`src/rtl/regfile_write_arbiter_pkg.sv`:
```
// Shared constants and encodings for the register-file write arbiter.
package regfile_write_arbiter_pkg;

    localparam int DEF_DATA_W = 32;
    localparam int DEF_ADDR_W = 5;

    typedef enum logic {
        ST_INIT = 1'b0,
        ST_RUN  = 1'b1
    } state_t;

    typedef enum logic {
        GNT_A = 1'b0,
        GNT_B = 1'b1
    } grant_t;

endpackage

```
`src/rtl/regfile_write_arbiter_rr_arbiter2.sv`:
```
// Two-way round-robin grant: on contention the requester not granted last wins.
module rr_arbiter2
    import regfile_write_arbiter_pkg::*;
(
    input  logic       i_a_valid,
    input  logic       i_b_valid,
    input  grant_t     i_last_grant,
    output logic [1:0] o_grant
);

    always_comb begin
        o_grant = '0;
        if (i_a_valid && i_b_valid) begin
            o_grant = (i_last_grant == GNT_B) ? 2'b01 : 2'b10;
        end else if (i_a_valid) begin
            o_grant = 2'b01;
        end else if (i_b_valid) begin
            o_grant = 2'b10;
        end
    end

endmodule

```
`src/rtl/regfile_write_arbiter.sv`:
```
// Owns the single register-file write port: zeroing sequencer after reset/clear,
// then round-robin arbitration between writeback (A) and load return (B).
module regfile_write_arbiter
    import regfile_write_arbiter_pkg::*;
#(
    parameter int DATA_W  = DEF_DATA_W,
    parameter int ADDR_W  = DEF_ADDR_W,
    parameter int ZERO_R0 = 1
) (
    input  logic              clk,
    input  logic              rst_n,
    input  logic              clear,
    input  logic              a_valid,
    output logic              a_ready,
    input  logic [ADDR_W-1:0] a_addr,
    input  logic [DATA_W-1:0] a_data,
    input  logic              b_valid,
    output logic              b_ready,
    input  logic [ADDR_W-1:0] b_addr,
    input  logic [DATA_W-1:0] b_data,
    output logic              rf_we,
    output logic [ADDR_W-1:0] rf_waddr,
    output logic [DATA_W-1:0] rf_wdata,
    output logic              init_busy
);

    state_t              r_state;
    grant_t              r_last_grant;
    logic [ADDR_W-1:0]   r_cnt;
    logic                r_we;
    logic [ADDR_W-1:0]   r_waddr;
    logic [DATA_W-1:0]   r_wdata;

    logic [1:0]          w_grant;
    logic                w_init;
    logic                w_hs_a;
    logic                w_hs_b;
    logic [ADDR_W-1:0]   w_addr;
    logic [DATA_W-1:0]   w_data;
    logic                w_drop;

    rr_arbiter2 u_rr_arbiter2 (
        .i_a_valid    (a_valid),
        .i_b_valid    (b_valid),
        .i_last_grant (r_last_grant),
        .o_grant      (w_grant)
    );

    assign w_init    = (r_state == ST_INIT);
    assign init_busy = w_init;
    assign a_ready   = !w_init && !clear && w_grant[0];
    assign b_ready   = !w_init && !clear && w_grant[1];
    assign w_hs_a    = a_valid && a_ready;
    assign w_hs_b    = b_valid && b_ready;
    assign w_addr    = w_hs_b ? b_addr : a_addr;
    assign w_data    = w_hs_b ? b_data : a_data;
    assign w_drop    = (ZERO_R0 != 0) && (w_addr == '0);

    // Zeroing writes are decoded from the registered counter so each INIT cycle
    // carries its own address; rst_n gates the enable so reset shows rf_we=0.
    assign rf_we    = w_init ? rst_n : r_we;
    assign rf_waddr = w_init ? r_cnt : r_waddr;
    assign rf_wdata = w_init ? '0    : r_wdata;

    always_ff @(posedge clk or negedge rst_n) begin
        if (!rst_n) begin
            r_state      <= ST_INIT;
            r_cnt        <= '0;
            r_last_grant <= GNT_B;
            r_we         <= 1'b0;
            r_waddr      <= '0;
            r_wdata      <= '0;
        end else begin
            r_we <= 1'b0;
            if (clear) begin
                r_state <= ST_INIT;
                r_cnt   <= '0;
            end else if (r_state == ST_INIT) begin
                r_waddr <= r_cnt;
                r_wdata <= '0;
                r_cnt   <= r_cnt + 1'b1;
                if (r_cnt == '1) begin
                    r_state <= ST_RUN;
                end
            end else if (w_hs_a || w_hs_b) begin
                r_last_grant <= w_hs_b ? GNT_B : GNT_A;
                if (!w_drop) begin
                    r_we    <= 1'b1;
                    r_waddr <= w_addr;
                    r_wdata <= w_data;
                end
            end
        end
    end

endmodule
```
`config.mk`:
```
export PLATFORM = sky130hd
export DESIGN_NAME = regfile_write_arbiter
export DESIGN_NICKNAME = d
export VERILOG_FILES = /design/src/rtl/regfile_write_arbiter_pkg.sv /design/src/rtl/regfile_write_arbiter_rr_arbiter2.sv /design/src/rtl/regfile_write_arbiter.sv
export SDC_FILE = /design/constraint.sdc
export NUM_CORES = 1
export LEC_CHECK = 0
export BUFFER_PORTS_ARGS = -buffer_cell sky130_fd_sc_hd__buf_2
export CAP_MARGIN = 15
export CORE_ASPECT_RATIO = 1.4
export CORE_MARGIN = 2
export CORE_UTILIZATION = 43
export CTS_CLUSTER_SIZE = 40
export DETAILED_ROUTE_END_ITERATION = 8
export PLACE_DENSITY = 0.77
export RECOVER_POWER = 100
export SLEW_MARGIN = 20
export SYNTH_ARGS = -nofsm -noshare
export SYNTH_HDL_FRONTEND = slang
export SYNTH_SLANG_ARGS = --single-unit
```
`constraint.sdc`:
```
create_clock -name clk -period 1.66 [get_ports clk]
set_clock_uncertainty 0.15 [all_clocks]
set_input_delay 0.166 -clock clk [delete_from_list [all_inputs] [get_ports clk]]
set_output_delay 0.166 -clock clk [all_outputs]
set_load 0.005 [all_outputs]
```
* Word level (Yosys, flattened, before mapping) *
Index checks and enable logic that the tools add are counted.

operators by class
  $add $sub $neg = 1
  eq/ne operators = 4
  mux-type cells = 25
  bitwise operators = 2
  reduce and logical (&&, ||, !) cells = 11

operator list
  cell                 number
  $mux 32              5
  $mux 5               7
  $mux 1               9
  $mux 2               4
  $logic_and 1x1->1    6
  $reduce_and 3->1     2
  $add 5x1->5 const B  1
  $eq 5x5->1 const B   1
  $logic_not 5->1      1
  $ne 2x2->1 const B   2
  $ne 2x1->1 const B   1
  $not 1->1            2
  $logic_not 1->1      1
  $logic_or 1x1->1     1

storage, ports and cells
  flip-flop bits (word level) = 45
  input port bits = 79

* Longest topological paths before layout *
Gate-level depths: netlist of run 1.

  word-level depth = 11
  mapped depth = 7
  gate-level depth less buffers = 5

* Cells and area by module *
A second synthesis of run 1 with hierarchy kept.

second synthesis, totals
  cells, all modules = 258
  area, all modules = 2653.8 um^2

by module, submodules not included
  module                 times used  cells an instance  area each (um^2)  seq. area each (um^2)
  regfile_write_arbiter  1           255                2635.0            1127.3
  rr_arbiter2            1           3                  18.8              0.0

* Least setup slack after synthesis of run 1 *
Ideal clock, no wire load.

  kind = flip-flop to flip-flop
  start = register r_last_grant
  end = register r_waddr[0]
  data arrival time = 1.535 ns
  slack = -0.148 ns
  cell stages (with the launch flop) = 8
  path buffers = 2
  clock period less this slack = 1.808 ns
  cell sequence = dfstp_2 -> a21boi_0 -> buf_2 -> nand2_1 -> o22ai_2 -> buf_6 -> o21ba_4 -> o221a_1

between the ends
  word-level cells in the longest chain between the ends = 8
  elaborated cells between the ends (all ways) = 15

RTL lines
  item                                                         line                                                      RTL
  start: declaration                                           regfile_write_arbiter.sv:28                               grant_t r_last_grant;
  start signal: assignment                                     regfile_write_arbiter.sv:86                               r_last_grant <= w_hs_b ? GNT_B : GNT_A;
  $mux 2 *                                                     regfile_write_arbiter_rr_arbiter2.sv:14                   o_grant = (i_last_grant == GNT_B) ? 2'b01 : 2'b10;
  $mux 2 *                                                     regfile_write_arbiter_rr_arbiter2.sv:13                   if (i_a_valid && i_b_valid) begin
  $logic_and 1x1->1                                            regfile_write_arbiter.sv:52                               assign b_ready = !w_init && !clear && w_grant[1];
  $logic_and 1x1->1                                            regfile_write_arbiter.sv:54                               assign w_hs_b = b_valid && b_ready;
  $mux 5                                                       regfile_write_arbiter.sv:55                               assign w_addr = w_hs_b ? b_addr : a_addr;
  $logic_not 5->1 / $mux 5 (equally long branches)             regfile_write_arbiter.sv:57, regfile_write_arbiter.sv:87
  $ne 2x2->1 (no line) / $mux 5 (equally long branches)        -
  $reduce_and 3->1 (no line) / $mux 5 (equally long branches)  -
  end signal: assignment                                       regfile_write_arbiter.sv:79                               r_waddr <= r_cnt;
  end signal: assignment                                       regfile_write_arbiter.sv:89                               r_waddr <= w_addr;
  end: declaration                                             regfile_write_arbiter.sv:31                               logic [ADDR_W-1:0] r_waddr;

Mark *: on every way between the ends. The rest lies on a longest branch, timed or not. The select of a mux whose other input is x is not followed.
A chain may end at the register's enable or synchronous reset.

* Worst setup path after layout of run 1 *
  start = register r_last_grant
  end = register r_wdata[7]

between the ends
  word-level cells in the longest chain between the ends = 8
  elaborated cells between the ends (all ways) = 16

RTL lines
  item                                                          line                                                      RTL
  $mux 2 *                                                      regfile_write_arbiter_rr_arbiter2.sv:14
  $mux 2 *                                                      regfile_write_arbiter_rr_arbiter2.sv:13
  $logic_and 1x1->1                                             regfile_write_arbiter.sv:52
  $logic_and 1x1->1                                             regfile_write_arbiter.sv:54
  $mux 5 / $mux 32 (equally long branches)                      regfile_write_arbiter.sv:55, regfile_write_arbiter.sv:56
  $logic_not 5->1 / $mux 32 (equally long branches)             regfile_write_arbiter.sv:57, regfile_write_arbiter.sv:87
  $ne 2x2->1 (no line) / $mux 32 (equally long branches)        -
  $reduce_and 3->1 (no line) / $mux 32 (equally long branches)  -
  end signal: assignment                                        regfile_write_arbiter.sv:90                               r_wdata <= w_data;
  end: declaration                                              regfile_write_arbiter.sv:32                               logic [DATA_W-1:0] r_wdata;

Marks and branches as above.

==> metrics.txt, run 1 <==
# TYPE chip_impl_metric gauge
chip_impl_info{name="outcome",value="finished with violations"} 1
chip_impl_info{name="violations",value="negative setup slack"} 1
chip_impl_metric{name="cp.buffers_inverters",unit=""} 2
chip_impl_info{name="hold_class",value="input pin to register"} 1
chip_impl_metric{name="vias_per_cell",unit=""} 5.191
chip_impl_metric{name="finalHoldViolations",unit=""} 0
chip_impl_metric{name="fin_crit_sh",unit=""} 1.144
chip_impl_metric{name="comb_power_share",unit=""} 0.170
chip_impl_metric{name="timing.critical_path.required",unit="ns"} 1.68
chip_impl_metric{name="synth_async_sr_flop_share",unit=""} 1.000
chip_impl_metric{name="num_antenna_cells",unit=""} 0
chip_impl_metric{name="synth_seq_area_share",unit=""} 0.4022
chip_impl_metric{name="grt_pass1_wl",unit="mm"} 12.16
chip_impl_metric{name="switchingPower",unit="uW"} 534.2
chip_impl_metric{name="setup_viol",unit=""} 58
chip_impl_metric{name="port-buffer-count",unit=""} 119
chip_impl_metric{name="swShare",unit=""} 0.2374
chip_impl_info{name="critical_path.startpoint_type",value="register"} 1
chip_impl_metric{name="portion_of_netlist_area_occupied_by_mux_cells",unit=""} 0.2884
chip_impl_metric{name="max-cap-violations",unit=""} 0
chip_impl_metric{name="dpl_worst_slack",unit="ns"} -0.1681
chip_impl_metric{name="dr.pass1.iters",unit=""} 4
chip_impl_metric{name="p_per_area",unit="mW/mm^2"} 493.0
chip_impl_metric{name="power.share.sequential",unit=""} 0.505
chip_impl_metric{name="synthAdderAreaFrac",unit=""} 0.008929
chip_impl_metric{name="detailroute.via_count",unit=""} 2606
chip_impl_metric{name="area_growth",unit="%"} 62.86
chip_impl_metric{name="syn-instance-count",unit=""} 281
chip_impl_metric{name="detailed_place_hpwl",unit="mm"} 4.923
chip_impl_metric{name="synth.cell_area",unit="mm^2"} 0.002803
chip_impl_metric{name="layout.core_utilization",unit=""} 0.7299
chip_impl_metric{name="static-leakage-power",unit="uW"} 0.002091
chip_impl_metric{name="ant_nets",unit=""} 0
chip_impl_metric{name="clkSlewWorstSetupHoldPaths",unit="ns"} 0.08
chip_impl_metric{name="num_rows",unit=""} 34
chip_impl_info{name="rsz0062_at_grt",value="true"} 1
chip_impl_metric{name="ir_drop",unit="mV"} 0.4862
chip_impl_metric{name="start_util",unit=""} 0.4482
chip_impl_metric{name="synth_simple_gate_area_frac",unit=""} 0.1567
chip_impl_metric{name="drt_iter0_markers",unit=""} 97
chip_impl_metric{name="synth-compound-area-share",unit=""} 0.09420
chip_impl_metric{name="design.die.area",unit="mm^2"} 0.007189
chip_impl_info{name="critPathKind",value="register to register"} 1
chip_impl_metric{name="net_count_of_the_mapped_netlist",unit=""} 362
chip_impl_metric{name="die_extent_in_x",unit="um"} 72.23
chip_impl_metric{name="die_h",unit="um"} 99.53
chip_impl_metric{name="cts_max_path_buffers",unit=""} 2
chip_impl_metric{name="clk-insertion-delay-late",unit="ns"} 0.29
chip_impl_info{name="cpLargestDelayFamily",value="flip-flops"} 1
chip_impl_info{name="clk_root_buffer_cell",value="sky130_fd_sc_hd__clkbuf_8"} 1
chip_impl_metric{name="h-tree-depth",unit=""} 2
chip_impl_metric{name="numCtsBuffers",unit=""} 5
chip_impl_metric{name="postSynthAreaPerCell",unit="um^2"} 9.974
chip_impl_metric{name="number_of_enable_flip_flop_cells_after_synthesis",unit=""} 0
chip_impl_metric{name="core",unit="mm^2"} 0.006254
chip_impl_info{name="cts_tree",value="done"} 1
chip_impl_metric{name="final_critical_path_setup_slack",unit="ns"} -0.2386
chip_impl_metric{name="detail_route.drc_violations",unit=""} 0
chip_impl_metric{name="total_grt_overflow",unit=""} 0
chip_impl_metric{name="worst-endpoint-arrival",unit="ns"} 1.92
chip_impl_info{name="mostFrequentLayoutCell",value="sky130_fd_sc_hd__buf_2"} 1
chip_impl_info{name="synth_top_flop_cell",value="sky130_fd_sc_hd__dfrtp_1"} 1
chip_impl_info{name="standard_cell_with_the_maximum_stage_delay_on_the_critical_path",value="sky130_fd_sc_hd__dfstp_2"} 1
chip_impl_metric{name="ios",unit=""} 120
chip_impl_metric{name="grt_antenna_before_repair",unit=""} 0
chip_impl_metric{name="track_usage",unit=""} 0.2141
chip_impl_metric{name="p_int",unit="uW"} 1716
chip_impl_metric{name="yosys.area_share.xor_xnor",unit=""} 0.009375
chip_impl_metric{name="drt-wirelength-per-cell",unit="um"} 16.74
chip_impl_metric{name="finalWirelength",unit="mm"} 8.401
chip_impl_metric{name="cts.sink_count",unit=""} 45
chip_impl_metric{name="final_net_count",unit=""} 510
chip_impl_metric{name="layout_min_cycle_time",unit="ns"} 1.899
chip_impl_metric{name="via_count_of_the_first_global_routing_pass",unit=""} 2575
chip_impl_metric{name="timing.critical_path.slowest_cell_delay",unit="ns"} 0.57
chip_impl_metric{name="max-slew-margin-rel",unit=""} 0.5743
chip_impl_metric{name="drive_gt1_frac",unit=""} 0.5884
chip_impl_info{name="layout_common_cells",value="sky130_fd_sc_hd__buf_2, sky130_fd_sc_hd__buf_6, sky130_fd_sc_hd__dfrtp_1"} 1
chip_impl_metric{name="largest_net_degree_at_the_start_of_global_routing",unit=""} 46
chip_impl_metric{name="clkPwrFrac",unit=""} 0.325
chip_impl_metric{name="synth_cell_types",unit=""} 31
chip_impl_metric{name="finalMaxSlewViolations",unit=""} 0
chip_impl_metric{name="worst-path-max-fanout",unit=""} 8
chip_impl_metric{name="synth-warning-count",unit=""} 0
chip_impl_info{name="cells_traversed_along_the_worst_timing_path",value="nand2b_4 -> nand3_4 -> o22ai_4 -> buf_12 -> clkbuf_16 -> mux2i_1 -> o21ai_0"} 1
chip_impl_metric{name="achievable-frequency",unit="GHz"} 0.5267
chip_impl_metric{name="timing_worst_slew_pin_value",unit="ns"} 0.6385
chip_impl_metric{name="globalplace.congestion",unit=""} 0.7929
chip_impl_metric{name="ys_seq_elements",unit=""} 45
chip_impl_info{name="combinational_family_with_the_most_area_after_synthesis",value="multiplexers"} 1
chip_impl_info{name="endpoint_kind",value="register"} 1
logic make-up after synthesis:
kind of cell | count (synthesis)
AOI/OAI and AO/OA | 42
xor gates and xnor gates | 3
adders and majority gates | 2
buffers and inverters | 24
DFF | 45
muxes | 76
and+or+nand+nor | 89
power groups by stage:
stage                     clock [uW]  sequential [uW]  combinational [uW]
after global placement             0             1150                 342
after floorplan                    0             1150                 178
after global routing             798             1140                 418
after detailed placement           0             1150                 348
after CTS                        760             1130                 358
final                            732             1140                 382
worst min-delay path: stages:
cell,delay [ns]
sky130_fd_sc_hd__buf_2,0.08
sky130_fd_sc_hd__mux2_4,0.15
sky130_fd_sc_hd__nand2_4,0.05
sky130_fd_sc_hd__o21ai_2,0.04
sequential cells by signal (all words and copies together), names as in the netlist:
signal	count
r_cnt	5
r_last_grant	1
r_wdata	32
r_we	1
r_waddr	5
r_state	1
timing repair:
item                                    4_1_cts  5_1_grt
pin swaps                                     0        6
hold buffers                                  2        0
setup buffers                                 7       10
endpoints found under the hold margin        45        0
resized for setup                            56       65
cloned                                        6        6
endpoints found under the setup margin       63       75
worst paths after layout:
path | from | to | slack [ns] | depth (start not counted)
worst max-delay path | r_last_grant | r_wdata[7] | -0.24 | 7
worst min-delay path | a_data[30] | r_wdata[30] | 0.07 | 4
worst max register to register | r_last_grant | r_wdata[7] | -0.24 | 7
worst min register to register | r_wdata[9] | r_wdata[9] | 0.37 | 2
max in group asynchronous | rst_n | r_wdata[28] | 0.40 | 3
min in group asynchronous | rst_n | r_wdata[20] | 0.52 | 3
layer usage:
layer | vias up | share of wire | global-route usage
li1 | 1264 | - | -
met1 | 1249 | 0.37 | 0.2597
met2 | 80 | 0.57 | 0.3846
met3 | 13 | 0.040 | 0.03141
met4 | 0 | 0.015 | 0.06531
met5 | - | 0 | 0
stage by stage:
stage	area, um^2	std cells	total power, uW	hold WS (ns)	TNS, ns
finish	4564	502	2250	0.07081	-6.711
global route	4564	502	2354	0.07071	-10.54
CTS	4145	489	2250	0.01158	-7.464
detailed placement	3592	466	1502	0.1873	-5.319
global placement	3592	466	1494	0.1826	-3.373
floorplan	2877	281	1329	-0.2796	-0.8561
area by class of cell:
type                            count  area, um^2
Multi-Input combinational cell    212        1755
Fill cell                         436        1689
Timing Repair Buffer              162        1479
Sequential cell                    45        1127
Clock buffer                        7       96.34
Tap cell                           72       90.09
Inverter                            3       11.26
Clock inverter                      1       5.005
synthesized netlist by cell type (all sizes together), types with 3 or more instances:
cell type	n	area [um^2]
dfrtp	44	1101
nand2	39	146.4
mux2	38	427.9
mux2i	38	380.4
and2	32	200.2
o21ai	32	160.2
buf	12	67.56
clkbuf	9	33.78
nor2	9	33.78
o221a	5	56.30
inv	3	11.26
Note: power is estimated with default switching activity, not from simulation.
==> inputs of run 2 (changes only) <==
--- a/config.mk
+++ b/config.mk
@@ -10,7 +10,6 @@
 export CORE_ASPECT_RATIO = 1.4
 export CORE_MARGIN = 2
 export CORE_UTILIZATION = 43
-export CTS_CLUSTER_SIZE = 40
 export DETAILED_ROUTE_END_ITERATION = 8
 export PLACE_DENSITY = 0.77
 export RECOVER_POWER = 100
==> constraint.sdc (replaced) <==
create_clock -name clk -period 1.66 [get_ports clk]
set_clock_uncertainty 0.15 [all_clocks]
set_input_delay 0.249 -clock clk [delete_from_list [all_inputs] [get_ports clk]]
set_output_delay 0.249 -clock clk [all_outputs]
set_load 0.005 [all_outputs]
==> metrics.txt, run 2 (synthesized netlist as in run 1, its figures left out) <==
# TYPE chip_impl_metric gauge
chip_impl_metric{name="area_growth",unit="%"} 58.84
chip_impl_metric{name="core",unit="mm^2"} 0.006254
chip_impl_metric{name="setup_viol",unit=""} 78
chip_impl_metric{name="ir_drop",unit="mV"} 0.4288
chip_impl_metric{name="hold_slack",unit="ns"} 0.05932
chip_impl_metric{name="clk-insertion-delay-late",unit="ns"} 0.30
chip_impl_metric{name="h-tree-depth",unit=""} 2
chip_impl_metric{name="finalMaxSlewViolations",unit=""} 0
chip_impl_info{name="rsz0062_at_grt",value="true"} 1
chip_impl_metric{name="max-cap-violations",unit=""} 0
chip_impl_metric{name="worst-path-max-fanout",unit=""} 5
chip_impl_info{name="hold_class",value="input pin to register"} 1
chip_impl_metric{name="timing.critical_path.required",unit="ns"} 1.69
chip_impl_metric{name="cp.buffers_inverters",unit=""} 2
chip_impl_metric{name="finalWirelength",unit="mm"} 8.229
chip_impl_metric{name="drt_iter0_markers",unit=""} 98
chip_impl_metric{name="numCtsBuffers",unit=""} 5
chip_impl_metric{name="port-buffer-count",unit=""} 119
chip_impl_metric{name="p_per_area",unit="mW/mm^2"} 522.6
chip_impl_metric{name="detail_route.drc_violations",unit=""} 0
chip_impl_metric{name="vias_per_cell",unit=""} 5.184
chip_impl_metric{name="fill_cells",unit=""} 444
chip_impl_metric{name="timing.critical_path.slowest_cell_delay",unit="ns"} 0.55
chip_impl_metric{name="largest_net_degree_at_the_start_of_global_routing",unit=""} 46
chip_impl_metric{name="ios",unit=""} 120
chip_impl_metric{name="timing.reg2reg.setup_slack",unit="ns"} -0.22
chip_impl_info{name="layout_common_cells",value="sky130_fd_sc_hd__buf_2, sky130_fd_sc_hd__buf_6, sky130_fd_sc_hd__dfrtp_1"} 1
chip_impl_metric{name="grt_antenna_before_repair",unit=""} 0
chip_impl_metric{name="total_grt_overflow",unit=""} 0
chip_impl_metric{name="r2r_cells",unit=""} 7
chip_impl_metric{name="timing_worst_slew_pin_value",unit="ns"} 0.6151
chip_impl_metric{name="finalHoldViolations",unit=""} 0
chip_impl_info{name="critPathKind",value="register to register"} 1
chip_impl_info{name="mostFrequentLayoutCell",value="sky130_fd_sc_hd__buf_2"} 1
chip_impl_info{name="clk_root_buffer_cell",value="sky130_fd_sc_hd__clkbuf_8"} 1
chip_impl_metric{name="non_filler_cell_area_final",unit="mm^2"} 0.004452
chip_impl_info{name="whs_endpoint",value="r_last_grant"} 1
chip_impl_metric{name="min_delay_path_depth",unit=""} 2
chip_impl_metric{name="detailroute.via_count",unit=""} 2618
chip_impl_metric{name="final_net_count",unit=""} 513
chip_impl_metric{name="start_util",unit=""} 0.4482
chip_impl_info{name="critical_path.startpoint_type",value="register"} 1
chip_impl_metric{name="fin_crit_sh",unit=""} 1.132
chip_impl_info{name="cts_tree",value="done"} 1
chip_impl_info{name="critical-path-top-cell-by-count",value="sky130_fd_sc_hd__buf_12"} 1
chip_impl_metric{name="cts_max_path_buffers",unit=""} 2
chip_impl_metric{name="via_count_of_the_first_global_routing_pass",unit=""} 2533
chip_impl_metric{name="dr.pass1.iters",unit=""} 4
chip_impl_metric{name="worst-endpoint-arrival",unit="ns"} 1.91
chip_impl_info{name="start_of_the_worst_register_to_register_path",value="r_last_grant"} 1
chip_impl_metric{name="globalplace.congestion",unit=""} 0.7544
chip_impl_metric{name="drive_gt1_frac",unit=""} 0.5843
chip_impl_info{name="cpLargestDelayFamily",value="flip-flops"} 1
chip_impl_info{name="hold_start",value="a_valid"} 1
chip_impl_metric{name="die_extent_in_x",unit="um"} 72.23
chip_impl_metric{name="achievable-frequency",unit="GHz"} 0.5323
chip_impl_metric{name="cts.sink_count",unit=""} 45
chip_impl_metric{name="placed_area",unit="mm^2"} 0.003556
chip_impl_metric{name="max-slew-margin-rel",unit=""} 0.5899
chip_impl_metric{name="num_rows",unit=""} 34
chip_impl_info{name="cells_traversed_along_the_worst_timing_path",value="nand2b_4 -> nand3_4 -> o22ai_4 -> buf_12 -> buf_12 -> mux2i_2 -> o21ai_1"} 1
chip_impl_info{name="largest_regs",value="r_wdata: 32 flops, r_cnt: 5 flops, r_waddr: 5 flops"} 1
chip_impl_metric{name="track_usage",unit=""} 0.2174
chip_impl_info{name="regToRegEndpoint",value="r_wdata[18]"} 1
chip_impl_metric{name="design.die.area",unit="mm^2"} 0.007189
chip_impl_metric{name="ant_nets",unit=""} 0
chip_impl_info{name="endpoint_kind",value="register"} 1
chip_impl_metric{name="static-leakage-power",unit="uW"} 0.002036
chip_impl_metric{name="layout_min_cycle_time",unit="ns"} 1.879
chip_impl_metric{name="num_antenna_cells",unit=""} 0
chip_impl_metric{name="clkSlewWorstSetupHoldPaths",unit="ns"} 0.09
chip_impl_info{name="top_register",value="r_wdata"} 1
chip_impl_metric{name="detailed_place_hpwl",unit="mm"} 4.751
chip_impl_info{name="violations",value="negative setup slack"} 1
chip_impl_info{name="outcome",value="finished with violations"} 1
chip_impl_metric{name="flip_flop_count_of_the_largest_register_all_copies_and_words_added",unit=""} 32
chip_impl_metric{name="die_h",unit="um"} 99.53
chip_impl_info{name="standard_cell_with_the_maximum_stage_delay_on_the_critical_path",value="sky130_fd_sc_hd__dfstp_2"} 1
chip_impl_metric{name="grt_pass1_wl",unit="mm"} 12.08
chip_impl_metric{name="final_critical_path_setup_slack",unit="ns"} -0.2186
chip_impl_metric{name="drt-wirelength-per-cell",unit="um"} 16.30
-- run 2: cell types whose count changed in the layout (fill, tap and decap cells not counted), moves of 3 or more --
cell / before / now
sky130_fd_sc_hd__buf_16: 6 / 3
sky130_fd_sc_hd__o21ai_1: 11 / 25
sky130_fd_sc_hd__o21ai_0: 20 / 7
sky130_fd_sc_hd__mux2_2: 30 / 35
sky130_fd_sc_hd__mux2_4: 8 / 3
sky130_fd_sc_hd__buf_4: 11 / 17
-- run 2: worst max path at each step --
| stage | from | end | slack [ns] | cells after the start |
|---|---|---|---|---|
| after floorplan | b_addr[1] | r_waddr[0] | -0.16 | 6 |
| after global placement | b_addr[1] | r_waddr[4] | -0.26 | 6 |
| after detailed placement | b_addr[1] | r_waddr[4] | -0.30 | 6 |
| after CTS | r_state | r_wdata[28] | -0.17 | 7 |
| after global routing | r_last_grant | r_wdata[25] | -0.28 | 7 |
| final | r_last_grant | r_wdata[18] | -0.22 | 7 |
-- run 2: where the power goes --
group	total [uW]	switching, uW	internal, uW
clock	829	377	452
sequential	1130	14.6	1120
combinational	366	156	210
-- run 2: final cells by class --
type | instances | area [um^2] | area share
Tap cell | 72 | 90.09 | 0.02024
Clock inverter | 2 | 38.79 | 0.008713
Sequential cell | 45 | 1129 | 0.2535
Timing Repair Buffer | 165 | 1408 | 0.3162
Clock buffer | 6 | 72.57 | 0.01630
Multi-Input combinational cell | 212 | 1699 | 0.3817
Inverter | 3 | 15.01 | 0.003373
-- run 2: through the flow --
stage / worst slack, ns / instances / total power [uW] / TNS (ns) / utilization
finish: -0.2186 / 505 / 2326 / -10.96 / 0.7119
global route: -0.2770 / 505 / 2445 / -14.93 / 0.7119
CTS: -0.1679 / 488 / 2362 / -8.143 / 0.6435
detailed placement: -0.2972 / 466 / 1490 / -9.455 / 0.5686
global placement: -0.2574 / 466 / 1479 / -8.282 / 0.5686
floorplan: -0.1574 / 281 / 1322 / -1.822 / -
-- run 2: what timing repair did --
action                     4_1_cts  5_1_grt
setup buffers                    8       16
resized for setup               53       77
hold endpoints to repair        44        0
setup endpoints to repair       78       76
cloned                           5        4
hold buffers                     1        0
pin swaps                        8        4
-- run 2: routing by layer --
layer / global-route usage / up-vias / share of wire
met5: 0 / - / 0
met3: 0.03040 / 15 / 0.043
li1: - / 1271 / -
met2: 0.4058 / 101 / 0.57
met4: 0.08708 / 0 / 0.022
met1: 0.2414 / 1231 / 0.37
